## src/rtl/nonrestoring_divider_pkg.sv

```systemverilog
// ============================================================================
//  Package     : div_defs
//  Description : Shared definitions for the sequential non-restoring divider:
//                FSM state encodings, the iteration-counter width helper and
//                the fill bit used to build the divide-by-zero quotient.
//  Revision    : 1.0  initial release
// ============================================================================
`default_nettype none

package div_defs;

    typedef enum logic [2:0] {
        ST_IDLE = 3'd0,
        ST_CALC = 3'd1,
        ST_FIX  = 3'd2,
        ST_SIGN = 3'd3,
        ST_DONE = 3'd4
    } div_state_t;

    // The counter must hold the value WIDTH itself, hence WIDTH+1 codes.
    function automatic int cnt_width(input int w);
        return $clog2(w + 1);
    endfunction

    // A zero divisor returns a quotient with every bit set to this value.
    localparam logic ZDIV_Q_FILL = 1'b1;

endpackage

`default_nettype wire

```

## src/rtl/nonrestoring_divider_cond_addsub.sv

```systemverilog
// ============================================================================
//  Module      : cond_addsub
//  Description : Conditional adder/subtractor. op_i = 0 gives a + b,
//                op_i = 1 gives a - b (b inverted through XOR, op as carry-in).
//  Ports       : a_i   [N-1:0]  first operand
//                b_i   [N-1:0]  second operand
//                op_i           0 = add, 1 = subtract
//                sum_o [N-1:0]  result, modulo 2^N
//  Revision    : 1.0  initial release
// ============================================================================
`default_nettype none

module cond_addsub #(
    parameter int N = 9
) (
    input  logic [N-1:0] a_i,
    input  logic [N-1:0] b_i,
    input  logic         op_i,
    output logic [N-1:0] sum_o
);

    logic [N-1:0] w_b_x;

    assign w_b_x = b_i ^ {N{op_i}};
    assign sum_o = a_i + w_b_x + {{(N-1){1'b0}}, op_i};

endmodule

`default_nettype wire

```

## src/rtl/nonrestoring_divider.sv

```systemverilog
// ============================================================================
//  Module      : nonrestoring_divider
//  Description : Sequential non-restoring integer divider, one quotient bit
//                per cycle, start/done handshake.
//  Ports       : clk          clock, rising edge
//                rst_n        asynchronous active-low reset
//                start        request, sampled only while busy == 0
//                dividend     [WIDTH-1:0] numerator, captured on accept
//                divisor      [WIDTH-1:0] denominator, captured on accept
//                busy         high from cycle after accept to end of done
//                done         one-cycle pulse, results valid
//                quotient     [WIDTH-1:0] held until next result
//                remainder    [WIDTH-1:0] held until next result
//                div_by_zero  set with done when divisor was zero
//  Config      : DIV_SIGNED_EN - two's complement operands, truncation toward
//                zero, one extra sign-fix cycle (latency WIDTH+3).
//  Revision    : 1.0  initial release
// ============================================================================
`default_nettype none

module nonrestoring_divider
    import div_defs::*;
#(
    parameter int WIDTH = 8
) (
    input  logic             clk,
    input  logic             rst_n,
    input  logic             start,
    input  logic [WIDTH-1:0] dividend,
    input  logic [WIDTH-1:0] divisor,
    output logic             busy,
    output logic             done,
    output logic [WIDTH-1:0] quotient,
    output logic [WIDTH-1:0] remainder,
    output logic             div_by_zero
);

    localparam int             CW      = cnt_width(WIDTH);
    localparam logic [CW-1:0]  CNT_ONE = CW'(1);
    localparam logic [CW-1:0]  CNT_INI = CW'(WIDTH);

    div_state_t        state_q, state_d;
    logic [CW-1:0]     cnt_q, cnt_d;
    logic [WIDTH:0]    a_q, a_d;       // partial remainder, sign in MSB
    logic [WIDTH-1:0]  q_q, q_d;       // dividend shifting out, quotient in
    logic [WIDTH-1:0]  m_q, m_d;
    logic              zdiv_q, zdiv_d;
    logic              busy_q, busy_d;
    logic              done_q, done_d;
    logic [WIDTH-1:0]  quot_q, quot_d;
    logic [WIDTH-1:0]  rem_q, rem_d;
    logic              dbz_q, dbz_d;

    logic [WIDTH:0]    w_add_a;
    logic [WIDTH:0]    w_add_b;
    logic              w_add_op;
    logic [WIDTH:0]    w_add_sum;
    logic [WIDTH-1:0]  w_dvd_mag;
    logic [WIDTH-1:0]  w_dvs_mag;

`ifdef DIV_SIGNED_EN
    logic              neg_quot_q, neg_quot_d;
    logic              neg_rem_q,  neg_rem_d;

    assign w_dvd_mag = dividend[WIDTH-1] ? -dividend : dividend;
    assign w_dvs_mag = divisor[WIDTH-1]  ? -divisor  : divisor;
`else
    assign w_dvd_mag = dividend;
    assign w_dvs_mag = divisor;
`endif

    cond_addsub #(.N(WIDTH + 1)) u_addsub (
        .a_i   (w_add_a),
        .b_i   (w_add_b),
        .op_i  (w_add_op),
        .sum_o (w_add_sum)
    );

    always_comb begin
        state_d  = state_q;
        cnt_d    = cnt_q;
        a_d      = a_q;
        q_d      = q_q;
        m_d      = m_q;
        zdiv_d   = zdiv_q;
        busy_d   = busy_q;
        done_d   = 1'b0;
        quot_d   = quot_q;
        rem_d    = rem_q;
        dbz_d    = dbz_q;
`ifdef DIV_SIGNED_EN
        neg_quot_d = neg_quot_q;
        neg_rem_d  = neg_rem_q;
`endif
        // CALC: shift {A,Q} left and add or subtract M by the current sign.
        // FIX: add M back when the final partial remainder is negative.
        w_add_b  = {1'b0, m_q};
        if (state_q == ST_FIX) begin
            w_add_a  = a_q;
            w_add_op = 1'b0;
        end else begin
            w_add_a  = {a_q[WIDTH-1:0], q_q[WIDTH-1]};
            w_add_op = ~a_q[WIDTH];
        end

        // The done cycle is still counted as busy; busy falls as done ends.
        if (done_q) begin
            busy_d = 1'b0;
        end

        case (state_q)
            ST_IDLE: begin
                if (start && !busy_q) begin
                    busy_d = 1'b1;
                    a_d    = '0;
                    m_d    = w_dvs_mag;
                    cnt_d  = CNT_INI;
`ifdef DIV_SIGNED_EN
                    neg_quot_d = dividend[WIDTH-1] ^ divisor[WIDTH-1];
                    neg_rem_d  = dividend[WIDTH-1];
`endif
                    if (divisor == '0) begin
                        // Raw dividend is kept so it can be returned as remainder.
                        zdiv_d  = 1'b1;
                        q_d     = dividend;
                        state_d = ST_DONE;
                    end else begin
                        zdiv_d  = 1'b0;
                        q_d     = w_dvd_mag;
                        state_d = ST_CALC;
                    end
                end
            end
            ST_CALC: begin
                a_d   = w_add_sum;
                q_d   = {q_q[WIDTH-2:0], ~w_add_sum[WIDTH]};
                cnt_d = cnt_q - CNT_ONE;
                if (cnt_q == CNT_ONE) begin
                    state_d = ST_FIX;
                end
            end
            ST_FIX: begin
                if (a_q[WIDTH]) begin
                    a_d = w_add_sum;
                end
`ifdef DIV_SIGNED_EN
                state_d = ST_SIGN;
`else
                state_d = ST_DONE;
`endif
            end
`ifdef DIV_SIGNED_EN
            ST_SIGN: begin
                // Most-negative / -1 wraps naturally: the magnitude quotient
                // already equals the most-negative bit pattern.
                if (neg_quot_q) begin
                    q_d = -q_q;
                end
                if (neg_rem_q) begin
                    a_d = {1'b0, -a_q[WIDTH-1:0]};
                end
                state_d = ST_DONE;
            end
`endif
            ST_DONE: begin
                done_d  = 1'b1;
                dbz_d   = zdiv_q;
                state_d = ST_IDLE;
                if (zdiv_q) begin
                    quot_d = {WIDTH{ZDIV_Q_FILL}};
                    rem_d  = q_q;
                end else begin
                    quot_d = q_q;
                    rem_d  = a_q[WIDTH-1:0];
                end
            end
            default: begin
                state_d = ST_IDLE;
            end
        endcase
    end

    always_ff @(posedge clk or negedge rst_n) begin
        if (!rst_n) begin
            state_q <= ST_IDLE;
            cnt_q   <= '0;
            a_q     <= '0;
            q_q     <= '0;
            m_q     <= '0;
            zdiv_q  <= 1'b0;
            busy_q  <= 1'b0;
            done_q  <= 1'b0;
            quot_q  <= '0;
            rem_q   <= '0;
            dbz_q   <= 1'b0;
        end else begin
            state_q <= state_d;
            cnt_q   <= cnt_d;
            a_q     <= a_d;
            q_q     <= q_d;
            m_q     <= m_d;
            zdiv_q  <= zdiv_d;
            busy_q  <= busy_d;
            done_q  <= done_d;
            quot_q  <= quot_d;
            rem_q   <= rem_d;
            dbz_q   <= dbz_d;
        end
    end

`ifdef DIV_SIGNED_EN
    always_ff @(posedge clk or negedge rst_n) begin
        if (!rst_n) begin
            neg_quot_q <= 1'b0;
            neg_rem_q  <= 1'b0;
        end else begin
            neg_quot_q <= neg_quot_d;
            neg_rem_q  <= neg_rem_d;
        end
    end
`endif

    assign busy        = busy_q;
    assign done        = done_q;
    assign quotient    = quot_q;
    assign remainder   = rem_q;
    assign div_by_zero = dbz_q;

endmodule

`default_nettype wire

```

## config.mk

```make
export PLATFORM = sky130hd
export DESIGN_NAME = nonrestoring_divider
export DESIGN_NICKNAME = d
export VERILOG_FILES = /design/src/rtl/nonrestoring_divider_pkg.sv /design/src/rtl/nonrestoring_divider_cond_addsub.sv /design/src/rtl/nonrestoring_divider.sv
export SDC_FILE = /design/constraint.sdc
export NUM_CORES = 1
export LEC_CHECK = 0
export CAP_MARGIN = 30
export CORE_MARGIN = 3
export CORE_UTILIZATION = 40
export DETAILED_ROUTE_END_ITERATION = 10
export RECOVER_POWER = 100
export REMOVE_ABC_BUFFERS = 1
export SETUP_SLACK_MARGIN = 0.4
export SYNTH_ARGS = -nofsm -noshare
export SYNTH_HDL_FRONTEND = slang
export SYNTH_HIERARCHICAL = 1
export SYNTH_SLANG_ARGS = --single-unit
```

## constraint.sdc

```tcl
create_clock -name clk -period 3.3 [get_ports clk]
set_clock_uncertainty 0.05 [all_clocks]
set_input_delay 0.825 -clock clk [delete_from_list [all_inputs] [get_ports clk]]
set_output_delay 0.825 -clock clk [all_outputs]
set_load 0.02 [all_outputs]
```

# [After elaboration in Yosys (flattened, before gate mapping)]
# Index checks and enable logic that the tools add are counted.
[op_classes] add_sub_neg=3 n_eq_ne=7 n_mux=20 n_bitwise=3 reduce_logical=11
[ops] op="$mux W9" n=3
[ops] op="$pmux W9 S3" n=1
[ops] op="$mux W8" n=3
[ops] op="$pmux W8 S2" n=1
[ops] op="$add A9 B1 Y9" n=1
[ops] op="$add A9 B9 Y9" n=1
[ops] op="$mux W3" n=3
[ops] op="$pmux W3 S3" n=1
[ops] op="$xor A8 B9 Y9" n=1
[ops] op="$logic_not A8 Y1" n=1
[ops] op="$pmux W4 S2" n=1
[ops] op="$reduce_and A2 Y1" n=4
[ops] op="$mux W1" n=6
[ops] op="$ne A2 B2 Y1 const B" n=3
[ops] op="$eq A4 B1 Y1 const B" n=1
[ops] op="$mux W4" n=1
[ops] op="$sub A4 B1 Y4 const B" n=1
[ops] op="$eq A3 B1 Y1 const B" n=1
[ops] op="$eq A3 B2 Y1 const B" n=1
[ops] op="$eq A3 B3 Y1 const B" n=1
[ops] op="$logic_not A3 Y1" n=1
[ops] op="$reduce_and A3 Y1" n=1
[ops] op="$reduce_bool A3 Y1" n=1
[ops] op="$not A1 Y1" n=2
[ops] op="3 further kinds" n=3
[word_totals] regBits=52 inputBits=19 output_inout_bits=19 word_cells=56

# [Longest topological paths before layout]
[logic_depth] word_depth=7 mapped_depth=14 mapped_depth_nobuf=11

# [Modules after synthesis]
# The synthesis kept the hierarchy.
[by_module_without_submodules] mod="nonrestoring_divider" n_inst=1 cells_per_inst=201 area_per_inst_um2=2399.8 seq_area_each_um2=1301.2
[by_module_without_submodules] mod="cond_addsub" n_inst=1 cells_per_inst=63 area_per_inst_um2=489.2 seq_area_each_um2=0.0

# [Worst setup path before layout]
# OpenSTA, ideal clock, no wires.
[synth_timing] path_kind="register to register" start="reg state_q[2]" end="reg a_q[8]" setup_ps=121 arrival_time_ps=3195 required_time_ps=3129 setup_slack_ps=-66 stages_incl_launch_ff=13 path_buffers=2 synth_period_minus_slack_ps=3366 cell_sequence="dfrtp_1 -> buf_6 -> nor3b_1 -> buf_4 -> mux2_2 -> mux2i_2 -> fa_1 -> nor2b_4 -> o31a_1 -> o41ai_2 -> xnor2_1 -> a221o_1 -> a22o_2"
[synth_between] word_cells_on_any_way=13 cone_classes="add/sub (2); eq/ne (3); mux (4); bitwise (1); reduce/logical (3)"
[synth_lines] element="start, declared" line_no="nonrestoring_divider.sv:42" text="div_state_t state_q, state_d;"
[synth_lines] element="start signal, assigned" line_no="nonrestoring_divider.sv:197" text="state_q <= state_d;"
[synth_lines] element="$eq A3 B2 Y1 *" line_no="nonrestoring_divider.sv:98" text="if (state_q == ST_FIX) begin"
[synth_lines] element="$mux W9 *" line_no="nonrestoring_divider.sv:98"
[synth_lines] element="net w_add_a[0]" line_no="nonrestoring_divider.sv:54" text="logic [WIDTH:0] w_add_a;"
[synth_lines] element="$add A9 B9 Y9 *" line_no="nonrestoring_divider_cond_addsub.sv:25" text="assign sum_o = a_i + w_b_x + {{(N-1){1'b0}}, op_i};"
[synth_lines] element="$add A9 B1 Y9 *" line_no="nonrestoring_divider_cond_addsub.sv:25"
[synth_lines] element="net w_add_sum[8]" line_no="nonrestoring_divider.sv:57" text="logic [WIDTH:0] w_add_sum;"
[synth_lines] element="$mux W9" line_no="nonrestoring_divider.sv:143" text="if (a_q[WIDTH]) begin"
[synth_lines] element="$pmux W9 S3 *" line_no="nonrestoring_divider.sv:111" text="case (state_q)"
[synth_lines] element="end signal, assigned" line_no="nonrestoring_divider.sv:187" text="a_q <= '0;"
[synth_lines] element="end signal, assigned" line_no="nonrestoring_divider.sv:199" text="a_q <= a_d;"
[synth_lines] element="end, declared" line_no="nonrestoring_divider.sv:44" text="logic [WIDTH:0] a_q, a_d;"
# The timed path passes the listed nets; every way through them passes the cells marked *. The select of a mux whose other input is x is not followed.
# A chain may end at the register's enable or synchronous reset.

# [Final worst setup path]
# Same ends and word-level chain as after synthesis.

==> results.json <==
{
  "regToRegStartpoint": "state_q[2]$_DFFE_PN0P_",
  "tritoncts": "built",
  "ioPinCount": 38,
  "grt_first_pass_wirelength_mm": 10.6,
  "status": "completed",
  "instances_no_fill": 414,
  "route.detailed.wl_per_inst_um": 15.0,
  "max_cap_violations": 0,
  "number_of_diodes": 0,
  "clk_latency_ps": 300,
  "maximum_net_fanout_on_the_critical_path": 6,
  "ys_seq_area_share_pct": 45.0,
  "mapped_avg_cell_area_um2": 10.9,
  "drtAntennaViolNets": 0,
  "ys_dominant_reg_cell": "sky130_fd_sc_hd__dfrtp_1",
  "rsz0062_at_grt": "true",
  "finalWorstPathRequiredPeriod_ps": 3010,
  "crit_chain": "nor3b_2 -> buf_6 -> mux2_4 -> mux2i_4 -> fa_1 -> nor2b_4 -> o31a_1 -> o41ai_2 -> xnor2_1 -> a221o_1 -> a22o_2",
  "gr_util_all_layers_pct": 16.0,
  "synth_enable_flop_cells": 0,
  "hpwlAfterDp_mm": 4.54,
  "clock_slew_seen_by_the_registers_of_the_worst_setup_and_hold_paths_ps": 100,
  "floorplan.die.height_um": 91.0,
  "portBuffers": 37,
  "die_area_mm2": 0.00828,
  "fp.coreArea_mm2": 0.00691,
  "grt_remaining_overflow": 0,
  "crit_path_max_incr_delay_ps": 400,
  "synth.largest_area_cell": "sky130_fd_sc_hd__dfrtp_1",
  "post_synth_instance_area_mm2": 0.00289,
  "dr_total_vias": 2116,
  "grt_start_max_net_pins": 34,
  "drt-total-wl_mm": 6.22,
  "drt-vias-per-instance": 5.11,
  "drt_iter0_markers": 100,
  "yosys.cell_count.top_type": "sky130_fd_sc_hd__dfrtp_1",
  "yosys_register_bits": 52,
  "worstHoldPathType": "input pin to asynchronous set/reset pin",
  "synthArstFlopShare_pct": 100,
  "power_density_mw_per_mm2": 1220,
  "clk_root_buffer_cell": "sky130_fd_sc_hd__clkbuf_8",
  "hold-worst-slack_ps": 350,
  "slew_viol_final": 0,
  "cts_htree_levels": 2,
  "gpl.final_weighted_congestion": 0.817,
  "synth_top_area_share_pct": 45.0,
  "ctsLongestPathBuffers": 2,
  "layout-drive-gt1-share_pct": 18.6,
  "timing.final.setup_violations": 0,
  "row_count": 30,
  "worst_path_max_delay_cell": "sky130_fd_sc_hd__dfrtp_1",
  "place.detailed.instances": 397,
  "final_net_count": 346,
  "netlist_top_cells_area": "sky130_fd_sc_hd__dfrtp_1 (45%), sky130_fd_sc_hd__mux2_2 (6.6%), sky130_fd_sc_hd__nor2_1 (4.5%)",
  "worst_setup_path_end_kind": "flop",
  "yosys_warnings": 6,
  "die_w_um": 91.0,
  "ff2ff_path_depth": 11,
  "numClockSinks": 52,
  "worst-r2r-setup-slack_ps": 290,
  "max_freq_mhz": 332,
  "tritoncts.num_buffers": 5,
  "num-fill-cells": 680,
  "synthDistinctLibCells": 53,
  "worst_slew_pin_tran_ps": 1340,
  "synth.top_cells.by_count": "sky130_fd_sc_hd__dfrtp_1 (52), sky130_fd_sc_hd__nor2_1 (35), sky130_fd_sc_hd__a21oi_1 (20)",
  "cp.required_ps": 3450,
  "finalCritPeriodShare_pct": 91.2,
  "initial_utilization_pct": 41.8,
  "post-route-drc-count": 0,
  "vias_in_the_first_global_route": 2084,
  "grt_antenna_before_repair": 0,
  "drtPass1Iterations": 4,
  "postSynthCellCount": 264,
  "area.growth.synth_to_final_pct": 23.1,
  "hold_viol": 0,
  "cp-start-kind": "flop",
  "critPathArrivalTime_ps": 3160,
  "power.leakage_nw": 1.54,
  "worst_rel_slew_slack_pct": 10.6,
  "timing.setup.critical_path_class": "flop to flop",
  "power.ir.vdd_worst_mv": 0.545,
  "regToRegEndpoint": "a_q[8]$_DFFE_PN0P_"
}
-- layout by cell type (no fill, tap or decap), types with 3 or more instances in the layout --
cell type	synthesis	layout
sky130_fd_sc_hd__nand2_1	5	5
sky130_fd_sc_hd__nor2b_1	3	3
sky130_fd_sc_hd__buf_4	2	16
sky130_fd_sc_hd__nor2_1	35	33
sky130_fd_sc_hd__nand3_1	5	5
sky130_fd_sc_hd__ha_1	9	8
sky130_fd_sc_hd__clkbuf_1	2	5
sky130_fd_sc_hd__nand2b_1	6	6
sky130_fd_sc_hd__a21oi_1	20	20
sky130_fd_sc_hd__o221a_2	6	6
sky130_fd_sc_hd__clkbuf_8	0	5
sky130_fd_sc_hd__xnor2_1	7	7
sky130_fd_sc_hd__inv_1	8	7
sky130_fd_sc_hd__mux2i_1	8	8
sky130_fd_sc_hd__dlygate4sd3_1	0	21
sky130_fd_sc_hd__o21ai_0	5	5
sky130_fd_sc_hd__or2b_1	3	3
sky130_fd_sc_hd__dfrtp_1	52	52
sky130_fd_sc_hd__xor2_1	9	9
sky130_fd_sc_hd__clkdlybuf4s50_1	0	15
sky130_fd_sc_hd__nor3b_1	4	5
sky130_fd_sc_hd__a22o_1	9	9
sky130_fd_sc_hd__mux2_2	17	15
-- area by class of cell --
class                   count  area, um2  share of cell area, %
clock inverters             3       46.3                   1.30
repair buffers             58        510                   14.4
well taps                  96        120                   3.38
multi-input cells         192       1480                   41.6
flip-flops and latches     52       1300                   36.6
inverters                   8       30.0                  0.844
clock buffers               5       68.8                   1.93
-- metrics by stage --
step	area [um2]	power [mW]	worst slack [ps]	util [%]	setup TNS (ps)
after CTS	3590	4.44	321	52.0	0
after global routing	3560	4.77	150	51.5	0
after global placement	3380	3.83	-7.44	48.9	-7.44
after floorplan	2800	3.09	-838	-	-2230
after detailed placement	3380	3.87	-93.9	48.9	-101
final	3560	4.34	292	51.5	0
-- cells by family after synthesis --
family / share of synthesized area (%)
simple gates: 14.4
compound gates: 16.0
flops: 45.0
mux: 10.9
buf+inv: 4.07
xor+xnor: 4.85
fa+ha+maj: 4.59
other cells: 0.130
-- where the power goes --
part / switching, mW / internal (mW)
sequential: 0.239 / 0.934
combinational: 1.31 / 1.40
clock: 0.224 / 0.229
total: 1.78 / 2.56
-- routing by layer --
metal  vias up  global-route usage [%]  wire (um)
met1       994                    21.9       2950
li1       1066                       -          -
met2        52                    25.9       2930
met5         -                       0          0
met3         4                    3.73        303
met4         0                    3.52         42
-- worst max-delay path by stage --
stage	from	cells past startpoint	slack (ps)	endpoint
3_3_place_gp	state_q[1]$_DFFE_PN0P_	11	-7	a_q[8]$_DFFE_PN0P_
4_1_cts	state_q[2]$_DFFE_PN0P_	11	320	a_q[8]$_DFFE_PN0P_
3_5_place_dp	state_q[1]$_DFFE_PN0P_	11	-90	a_q[8]$_DFFE_PN0P_
5_1_grt	state_q[2]$_DFFE_PN0P_	11	150	a_q[8]$_DFFE_PN0P_
6_report	state_q[2]$_DFFE_PN0P_	11	290	a_q[8]$_DFFE_PN0P_
2_1_floorplan	state_q[1]$_DFFE_PN0P_	10	-840	a_q[8]$_DFFE_PN0P_
-- worst max-delay path: cells and delay by family (launching register included) --
kind	cells	cell delay (ps)
AOI/OAI and AO/OA	4	1100
xor gates and xnor gates	1	130
adders and majority gates	1	280
buffers and inverters	1	160
DFF	1	400
muxes	2	480
and+or+nand+nor	2	300
-- registers in the layout, summed over array words and instances (netlist names) --
signal / cells
a_q: 9
m_q: 8
q_q: 8
quotient: 8
remainder: 8
cnt_q: 4
state_q: 3
busy: 1
div_by_zero: 1
done: 1
zdiv_q: 1
-- timing repair --
| item | in CTS | in global routing |
|---|---|---|
| pin swaps | 8 | 0 |
| setup endpoints to repair | 4 | 2 |
| hold buffers | 0 | 0 |
| resized for setup | 10 | 1 |
| buffers inserted | 7 | 2 |
(Power assumes the default switching activity.)
